--- config.mk ---
export PLATFORM = sky130hd
export DESIGN_NAME = pwm_sequencer
export DESIGN_NICKNAME = d
export VERILOG_FILES = /design/src/rtl/pwm_pkg.sv /design/src/rtl/duty_ramp.sv /design/src/rtl/pwm_sequencer.sv
export SDC_FILE = /design/constraint.sdc
export NUM_CORES = 1
export LEC_CHECK = 0
export CAP_MARGIN = 20
export CORE_MARGIN = 2
export CORE_UTILIZATION = 55
export CTS_CLUSTER_DIAMETER = 200
export DETAILED_ROUTE_END_ITERATION = 12
export GPL_TIMING_DRIVEN = 1
export MAX_ROUTING_LAYER = met4
export PLACE_DENSITY = 0.77
export SETUP_SLACK_MARGIN = 0.05
export SLEW_MARGIN = 30
export SYNTH_ARGS = -nofsm -noshare
export SYNTH_HDL_FRONTEND = slang
export SYNTH_SLANG_ARGS = --single-unit
--- constraint.sdc ---
create_clock -name clk_i -period 8.8 [get_ports clk_i]
set_clock_uncertainty 0.1 [all_clocks]
set_input_delay 1.76 -clock clk_i [delete_from_list [all_inputs] [get_ports clk_i]]
set_output_delay 1.76 -clock clk_i [all_outputs]
set_load 0.02 [all_outputs]
--- src/rtl/pwm_pkg.sv ---
// rtl/pwm_pkg.sv - shared widths, limits and state codes for the PWM sequencer
package pwm_pkg;

  localparam int DutyWidth = 7;
  localparam logic [DutyWidth-1:0] DutyMax = 7'd100;

  typedef enum logic [2:0] {
    IDLE  = 3'd0,
    RAMP  = 3'd1,
    RUN   = 3'd2,
    FAULT = 3'd3
  } state_e;

endpackage

--- src/rtl/duty_ramp.sv ---
// rtl/duty_ramp.sv - per-channel target/duty registers with saturating step-toward logic
module duty_ramp #(
  parameter int Width = 7,
  parameter int Step  = 1
) (
  input  logic             clk_i,
  input  logic             rst_i,
  input  logic             clear_i,
  input  logic             load_en_i,
  input  logic [Width-1:0] load_val_i,
  input  logic             step_en_i,
  input  logic             track_en_i,
  output logic [Width-1:0] duty_o,
  output logic             at_target_o
);

  logic [Width-1:0] target_q, target_d;
  logic [Width-1:0] duty_q, duty_d;
  logic [Width-1:0] stepped;
  logic [Width:0]   gap, gap_lim;
  logic             going_up;

  always_ff @(posedge clk_i or posedge rst_i) begin
    if (rst_i) begin
      target_q <= '0;
      duty_q   <= '0;
    end else begin
      target_q <= target_d;
      duty_q   <= duty_d;
    end
  end

  // Steps aim at the target that will hold after this edge, so a reload
  // on the same sync is honoured immediately.
  always_comb begin
    target_d = load_en_i ? load_val_i : target_q;
    going_up = (target_d >= duty_q);
    gap      = going_up ? ({1'b0, target_d} - {1'b0, duty_q})
                        : ({1'b0, duty_q} - {1'b0, target_d});
    gap_lim  = (gap > (Width+1)'(Step)) ? (Width+1)'(Step) : gap;
    stepped  = going_up ? Width'({1'b0, duty_q} + gap_lim)
                        : Width'({1'b0, duty_q} - gap_lim);
    // True when the step taken on this edge lands exactly on the target.
    at_target_o = (stepped == target_d);

    duty_d = duty_q;
    if (clear_i) begin
      duty_d = '0;
    end else if (track_en_i) begin
      duty_d = target_d;
    end else if (step_en_i) begin
      duty_d = stepped;
    end
  end

  assign duty_o = duty_q;

endmodule

--- src/rtl/pwm_sequencer.sv ---
// rtl/pwm_sequencer.sv - start-up/run/shutdown sequencer feeding the two-channel PWM core
module pwm_sequencer #(
  parameter int                   DutyWidth = pwm_pkg::DutyWidth,
  parameter logic [DutyWidth-1:0] DutyMax   = pwm_pkg::DutyMax,
  parameter int                   RampStep  = 1,
  parameter int                   RampDiv   = 4
) (
  input  logic                 clk_i,
  input  logic                 rst_i,
  input  logic                 enable_i,
  input  logic                 fault_i,
  input  logic                 fault_clr_i,
  input  logic                 sync_i,
  input  logic                 cmd_valid_i,
  output logic                 cmd_ready_o,
  input  logic [DutyWidth-1:0] cmd_d1_i,
  input  logic [DutyWidth-1:0] cmd_d2_i,
  output logic [DutyWidth-1:0] duty_d1_o,
  output logic [DutyWidth-1:0] duty_d2_o,
  output logic                 pwm_en_o,
  output logic                 fault_o,
  output logic [2:0]           state_o
);

  import pwm_pkg::*;

  localparam int CntW = (RampDiv > 1) ? $clog2(RampDiv) : 1;
  localparam logic [CntW-1:0] CntLast = CntW'(RampDiv - 1);

  state_e               state_q, state_d;
  logic [CntW-1:0]      cnt_q, cnt_d;
  logic [DutyWidth-1:0] shadow1_q, shadow1_d, shadow2_q, shadow2_d;
  logic                 pending_q, pending_d;
  logic                 xfer, load_en, step_en, track_en, clear;
  logic                 at1, at2;

  function automatic logic [DutyWidth-1:0] sat(input logic [DutyWidth-1:0] v);
    return (v > DutyMax) ? DutyMax : v;
  endfunction

  always_ff @(posedge clk_i or posedge rst_i) begin
    if (rst_i) begin
      state_q   <= IDLE;
      cnt_q     <= '0;
      shadow1_q <= '0;
      shadow2_q <= '0;
      pending_q <= 1'b0;
    end else begin
      state_q   <= state_d;
      cnt_q     <= cnt_d;
      shadow1_q <= shadow1_d;
      shadow2_q <= shadow2_d;
      pending_q <= pending_d;
    end
  end

  // Setpoint handshake: a transfer in a sync cycle is not loaded on that
  // sync because pending is still low; it waits for the following one.
  always_comb begin
    cmd_ready_o = ((state_q == RAMP) || (state_q == RUN)) && !pending_q;
    xfer        = cmd_valid_i && cmd_ready_o;
    load_en     = sync_i && pending_q;
    pending_d   = pending_q;
    shadow1_d   = shadow1_q;
    shadow2_d   = shadow2_q;
    if (load_en) begin
      pending_d = 1'b0;
    end else if (xfer) begin
      pending_d = 1'b1;
      shadow1_d = sat(cmd_d1_i);
      shadow2_d = sat(cmd_d2_i);
    end
  end

  always_comb begin
    step_en = (state_q == RAMP) && sync_i && (cnt_q == CntLast);
    cnt_d   = cnt_q;
    if (state_q != RAMP) begin
      cnt_d = '0;
    end else if (sync_i) begin
      cnt_d = (cnt_q == CntLast) ? '0 : cnt_q + 1'b1;
    end
  end

  always_comb begin
    state_d = state_q;
    unique case (state_q)
      IDLE: begin
        if (fault_i)                   state_d = FAULT;
        else if (sync_i && enable_i)   state_d = RAMP;
      end
      RAMP: begin
        if (fault_i)                   state_d = FAULT;
        else if (!enable_i)            state_d = IDLE;
        else if (step_en && at1 && at2) state_d = RUN;
      end
      RUN: begin
        if (fault_i)                   state_d = FAULT;
        else if (!enable_i)            state_d = IDLE;
      end
      FAULT: begin
        if (fault_clr_i && !fault_i && !enable_i) state_d = IDLE;
      end
      default:                         state_d = FAULT;
    endcase
    clear    = !((state_d == RAMP) || (state_d == RUN));
    track_en = (state_q == RUN) && sync_i;
  end

  duty_ramp #(.Width(DutyWidth), .Step(RampStep)) u_ramp_d1 (
    .clk_i       (clk_i),
    .rst_i       (rst_i),
    .clear_i     (clear),
    .load_en_i   (load_en),
    .load_val_i  (shadow1_q),
    .step_en_i   (step_en),
    .track_en_i  (track_en),
    .duty_o      (duty_d1_o),
    .at_target_o (at1)
  );

  duty_ramp #(.Width(DutyWidth), .Step(RampStep)) u_ramp_d2 (
    .clk_i       (clk_i),
    .rst_i       (rst_i),
    .clear_i     (clear),
    .load_en_i   (load_en),
    .load_val_i  (shadow2_q),
    .step_en_i   (step_en),
    .track_en_i  (track_en),
    .duty_o      (duty_d2_o),
    .at_target_o (at2)
  );

  assign pwm_en_o = (state_q == RAMP) || (state_q == RUN);
  assign fault_o  = (state_q == FAULT);
  assign state_o  = state_q;

endmodule

==> summary.txt, run 1 <==
Placed design
  • PortBufs: 40
  • Pre-CTS setup slack: 0.9115 ns
  • Post-Place Cells: ~640
  • Hpwl dp: approximately 8700 um
  • RePlAce Congestion: 0.9418

Global routing
  • Overflow after GRT: 0
  • First-pass GRT wire length: roughly 18000 um
  • M1 GR Usage: between 30 and 40%
  • Met2 global-route usage: 41.67%
  • Busiest grt layer: met2
  • Number of global-route vias before repair: ~3700
  • M3 GR Usage: under 10%
  • GRT Resource Usage Total: a little over a quarter
  • Largest net degree at the start of global routing: 49
  • Antenna violations before repair: 0

Synthesis
  • Post-synth EDFFs: 0
  • Synth cell types: 70
  • Mapped Avg Cell Area: a little under 9 um^2
  • Mapped Cells: ~500
  • Async S/R FF share, synth: between 90% and 100%
  • Ys Warns: 0
  • Seq/Total Area, Yosys: a little over a quarter
  • Cell area after synthesis: ~0.0044 mm^2
  • Top_reg_cell synth: dfrtp_1
  • Synth Register Bits: 48

Route
  • Vias/cell: 6.003
  • Drt first pass iters: 5
  • Via count: 3866
  • WL per Instance: roughly 17 um
  • Number of routed nets with antenna violations: 0
  • Initial drt markers: between 200 and 300
  • Drt total wl: about 11000 um
  • Residual DRC count: 0

Power
  • Static Leak: between 2 and 2.5 nW
  • VDD IR max: ~0.00016 V
  • Power density cells: between 300 and 400 mW/mm^2

Run
  • Number of max-cap violations: 0

Setup path
  • Worst r2r dst: state_o[0]
  • Crit path max fanout: 14
  • Crit path from: sync_i
  • CP Launch Type: primary input
  • Arrival time worst endpoint: about 7.7 ns
  • Endpoint type of the worst setup path: flip-flop
  • RR Startpoint: pending_q
  • Path depth of the worst reg2reg path: 21
  • Crit path capture: state_o[0]
  • FF-to-FF setup slack: approximately 3 ns
  • Critical path type: in -> reg
  • Critical Path RT: between 8 and 9 ns

Clock network
  • CTS max path bufs: 2
  • CTS buffer count: 5
  • Worst-skew pair later-pin latency: around 0.3 ns
  • Post-CTS setup buffers: 0
  • Hold_buf cts: 0
  • Root Buffer: clkbuf_8
  • Post-CTS Resized: 0
  • H-tree Lvls: 2
  • Clock sinks: between 40 and 50
  • CTS tree: built
  • Clock transition at path regs: roughly 0.090 ns

Timing
  • Tcrit/Tclk final: 86.60%
  • Relative slew margins: around 48%
  • Maximum clock rate: roughly 130 MHz
  • Worst slew pin tran: about 0.78 ns
  • Worst hold slack: about 0.38 ns
  • Fin. max-slew vios: 0
  • Final worst setup slack: 1.179 ns
  • RSZ-0062 raised after global routing: no
  • Setup TNS: 0 ns
  • Final setup fails: 0
  • Final Hold Vio Count: 0
  • Minimum clock period: 7.621 ns

Hold path
  • Hold path cells: 2
  • Hold/Removal Path Class: reg -> reg

Cells and area
  • Most frequent cells in the layout: dfrtp_1 (48), inv_1 (46), nand2_1 (45), ha_1 (45), nor2_1 (43)
  • Fill cells: 676
  • Commonest non-fill, non-tap cell in the layout: dfrtp_1
  • Area occupied by multi-input gates: about 0.003 mm^2
  • Final Non-Filler Cells: approximately 640
  • Fraction of layout cells with a size suffix above 1: 5.904%
  • # diodes: 0
  • Area growth, synth to finish: 13.10%
  • Final layout net count: slightly above 600
  • Register area: 0.001201 mm^2

Run status
  • Status: completed

Floorplan
  • Die width: around 94 um
  • Starting Density: 57.06%
  • I/O pin cnt: 41
  • Row count: 32
  • Die H: around 94 um
  • Core area: 0.007767 mm^2
  • Die area: approximately 0.0088 mm^2
routing by layer:
layer | vias to the layer above | share of wire (%)
met4 | 0 | 0.56
met5 | - | 0
met1 | 1874 | 48
met3 | 6 | 5.5
li1 | 1878 | -
met2 | 108 | 46
cell type report:
class,count,area share (%)
Clock buffer,5,1.373
Timing Repair Buffer,41,8.138
Inverter,47,3.570
Tap cell,102,2.546
Multi-Input combinational cell,399,59.21
Sequential cell,48,23.96
Clock inverter,2,1.198
worst min path at each step:
stage | start | end | slack, ns
global route | shadow1_q[1] | shadow1_q[1] | 0.40
finish | shadow1_q[1] | shadow1_q[1] | 0.38
detailed placement | shadow1_q[1] | shadow1_q[1] | 0.36
global placement | shadow1_q[4] | shadow1_q[4] | 0.35
floorplan | shadow1_q[0] | shadow1_q[0] | 0.33
CTS | shadow1_q[1] | shadow1_q[1] | 0.39
synthesized netlist by cell type (6+ instances only):
master    number  share of area [%]
o22ai_1        9                1.3
a31oi_1        7               0.99
a211oi_1       6                1.0
nand2_1       45                3.8
and2_1         6               0.85
nor2b_1        8                1.1
fa_1           6                2.7
clkbuf_1       8               0.68
mux2i_1        9                2.0
nor2_1        43                3.6
inv_1         47                4.0
nand3_1       20                2.3
buf_2          6               0.68
mux2_2         6                1.5
a21oi_1       20                2.3
o21ai_0       21                2.4
nor3_1        16                1.8
nor3b_1        9                1.5
o21a_1         7                1.2
ha_1          45                 13
a221oi_1       6                1.2
xnor2_1       20                4.0
dfrtp_1       48                 27
nand4_1        7               0.99
kinds of logic after synthesis:
logic type / synth area share, %
compound gates: 19.57
xor+xnor: 6.776
flops: 27.10
buf+inv: 6.014
simple gates: 20.50
mux: 4.461
fa+ha+maj: 15.42
other cells: 0.1695
power by group:
part	internal, W	total [W]	switching [W]
registers	0.000272	0.000297	0.0000249
clock network	0.000112	0.000190	0.0000779
logic	0.000504	0.00116	0.000656
total	0.000888	0.00165	0.000759
worst max-delay path, cell delays in order:
cell and delay [ns]:
clkdlybuf4s50_1 0.60, nand2_4 0.33, mux2i_1 0.54, inv_1 0.21, fa_1 0.51, nor2b_4 0.14
o21a_4 0.15, o21a_4 0.14, a21boi_2 0.20, a2111oi_2 0.10, or3_1 0.41, a211oi_1 0.26
ha_1 0.30, nor2_1 0.08, ha_1 0.40, nor4b_1 0.09, a2111oi_0 0.49, o211ai_1 0.21
nor3_1 0.29, nor3_1 0.09, nand4b_1 0.23, a2bb2oi_2 0.20
stage by stage:
stage	total power [W]	utilization (%)	area [um^2]
floorplan	0.001198	-	4436
global placement	0.001408	62.84	4881
detailed placement	0.001434	62.87	4883
CTS	0.001627	64.53	5012
global route	0.001777	64.53	5012
finish	0.001647	64.53	5012
registers in the layout, indices dropped and copies added (netlist names):
signal and flops:
shadow1_q 7, shadow2_q 7, u_ramp_d1.duty_o 7, u_ramp_d1.target_q 7, u_ramp_d2.duty_o 7, u_ramp_d2.target_q 7
state_o 3, cnt_q 2, pending_q 1
Note: power is estimated with default switching activity, not from simulation.
==> run 2: changes to the inputs <==
CORE_MARGIN = 8   (was 2)
==> run 2 against run 1 <==
Against the previous run:
- global-route usage is 6.2 points lower
- setup slack better by 0.13 ns
- wire length is 0.80% higher
- sequential share of layout area hardly changed
- combinational power hardly changed
- clock power is 9% lower
- count of clock-buffer cells in the layout stayed put
- final area is 0.20% lower
- register-to-register slack better by 0.10 ns
==> summary.txt, run 2 (same netlist as run 1, synthesis figures left out) <==
Power
  • Comb power frac: 71.0%
  • NetSw: ~0.00076 W
  • VDD IR max: ~0.00014 V
  • Sequential power share: roughly 18%
  • Clk pwr share: a little over a tenth
  • Sw frac: between 40% and 50%
  • Static Leak: 2.279 nW
  • Power Internal: approximately 0.00086 W
  • Overall power: between 0.0015 and 0.002 W
  • Power density cells: between 300 and 400 mW/mm^2

Clock network
  • Clock transition at path regs: around 0.1 ns
  • H-tree Lvls: 2
  • CTS max path bufs: 2
  • Hold_buf cts: 0
  • Root Buffer: clkbuf_8
  • CTS tree: built
  • Clock sinks: between 40 and 50
  • CTS buffer count: 5
  • Worst-skew pair later-pin latency: about 0.31 ns
  • Post-CTS setup buffers: 0
  • Post-CTS Resized: 0

Hold path
  • Hold_sp: shadow1_q[4]
  • WHS Endpoint: shadow1_q[4]
  • Hold/Removal Path Class: reg -> reg
  • Hold path cells: 2

Floorplan
  • Die width: 105.8 um
  • Core area: about 0.008 mm^2
  • Starting Density: a little under three fifths
  • Row count: 32
  • Die area: around 0.011 mm^2
  • Die H: approximately 110 um
  • I/O pin cnt: between 40 and 50

Setup path
  • Path depth of the worst reg2reg path: 21
  • CP Launch Type: primary input
  • Critical path type: in -> reg
  • Arrival time worst endpoint: 7.59 ns
  • Worst r2r dst: state_o[0]
  • Critical Path RT: just under 9 ns
  • Crit path max fanout: 14
  • Worst path slowest cell: clkdlybuf4s50_1
  • CP Cell Sequence: clkdlybuf4s50_1 -> nand2_4 -> mux2i_1 -> inv_1 -> fa_1 -> nor2b_4 -> o21a_4 -> o21a_4 -> a21boi_2 -> a2111oi_2 -> or3_1 -> a211oi_1 -> ha_1 -> nor2_1 -> ha_1 -> nor4b_1 -> a2111oi_0 -> o211ai_1 -> nor3_1 -> nor3_1 -> nand4b_1 -> a2bb2oi_2
  • Slowest Stage Delay on Critical Path: 0.60 ns
  • FF-to-FF setup slack: 3.02 ns
  • Endpoint type of the worst setup path: flip-flop
  • RR Startpoint: pending_q

Route
  • Via count: between 3000 and 4000
  • Initial drt markers: 272
  • WL per Instance: around 17 um
  • Residual DRC count: 0
  • Number of routed nets with antenna violations: 0
  • Drt first pass iters: 5
  • Drt total wl: ~11000 um
  • Vias/cell: slightly above 6

Timing
  • Minimum clock period: roughly 7.5 ns
  • Final setup fails: 0
  • Tcrit/Tclk final: 85.12%
  • Worst slew pin tran: around 0.75 ns
  • Setup TNS: 0 ns
  • RSZ-0062 raised after global routing: no
  • Final Hold Vio Count: 0
  • Maximum clock rate: about 130 MHz
  • Fin. max-slew vios: 0
  • Relative slew margins: 49.70%

Run
  • Number of max-cap violations: 0

Global routing
  • First-pass GRT wire length: ~19000 um
  • GRT Resource Usage Total: between 20% and 30%
  • Antenna violations before repair: 0
  • Overflow after GRT: 0
  • Number of global-route vias before repair: between 3000 and 4000
  • Largest net degree at the start of global routing: 49

Cells and area
  • Final layout net count: 614
  • Area occupied by multi-input gates: slightly below 0.003 mm^2
  • # diodes: 0
  • Fraction of layout cells with a size suffix above 1: about 6%
  • Most frequent cells in the layout: dfrtp_1 (48), inv_1 (46), nand2_1 (45), ha_1 (45), nor2_1 (43)
  • Register area: about 0.0012 mm^2
  • Finished Core Util: roughly 64%
  • Fill cells: between 600 and 700
  • Area growth, synth to finish: 12.87%
  • Commonest non-fill, non-tap cell in the layout: dfrtp_1

Placed design
  • Hpwl dp: between 8000 and 9000 um
  • RePlAce Congestion: about 0.9
  • PortBufs: 40

Run status
  • Status: completed
==> run 2: changes by cell type in the layout (fill, tap and decap cells not counted) <==
| cell | before | now |
|---|---|---|
| inv_6 | 0 | 1 |
| inv_8 | 0 | 1 |
| bufinv_16 | 2 | 1 |
==> run 2: layer usage <==
| metal | routed length [um] | global-route usage, % | up-vias |
|---|---|---|---|
| met4 | 208 | 5.729 | 0 |
| met1 | 5310 | 28.45 | 1880 |
| met3 | 576 | 3.350 | 15 |
| li1 | - | - | 1882 |
| met2 | 4928 | 30.65 | 115 |
| met5 | 0 | - | - |
==> run 2: how the worst max path moves through the flow <==
| stage | from | endpoint | depth (start not counted) |
|---|---|---|---|
| 5_1_grt | sync_i | state_o[0] | 22 |
| 3_5_place_dp | sync_i | state_o[0] | 22 |
| 3_3_place_gp | sync_i | state_o[0] | 22 |
| 2_1_floorplan | sync_i | state_o[0] | 23 |
| 6_report | sync_i | state_o[0] | 22 |
| 4_1_cts | sync_i | state_o[0] | 23 |
==> run 2: stage by stage <==
step | std cells | hold slack, ns | instance area (um^2) | setup slack (ns)
floorplan | 511 | 0.3348 | 4436 | 2.256
global placement | 637 | 0.3525 | 4881 | 1.134
detailed placement | 637 | 0.3614 | 4883 | 1.040
CTS | 645 | 0.3842 | 5002 | 1.349
global route | 645 | 0.4228 | 5002 | 0.8641
finish | 645 | 0.3798 | 5002 | 1.310
==> run 2: final cells by class <==
type | count | share of cell area (%)
sequential | 48 | 24.01
inverter | 47 | 3.577
timing repair buffer | 41 | 8.154
tap | 102 | 2.551
clock inverter | 3 | 1.000
clock buffer | 5 | 1.376
multi-input combinational | 399 | 59.33
==> run 2: worst max-delay path: cells and delay by family <==
family          cells  cell delay [ns]
compound gates      8             1.61
fa+ha+maj           3             1.22
buf+inv             2             0.82
simple gates        8             1.62
mux                 1             0.55
==> run 2: power groups by stage <==
| stage | Sequential [W] | Combinational (W) | Clock, W |
|---|---|---|---|
| after floorplan | 0.000292 | 0.000907 | 0 |
| after global placement | 0.000301 | 0.00111 | 0 |
| after detailed placement | 0.000303 | 0.00113 | 0 |
| after CTS | 0.000299 | 0.00113 | 0.000175 |
| after global routing | 0.000304 | 0.00127 | 0.000184 |
| final | 0.000299 | 0.00115 | 0.000172 |
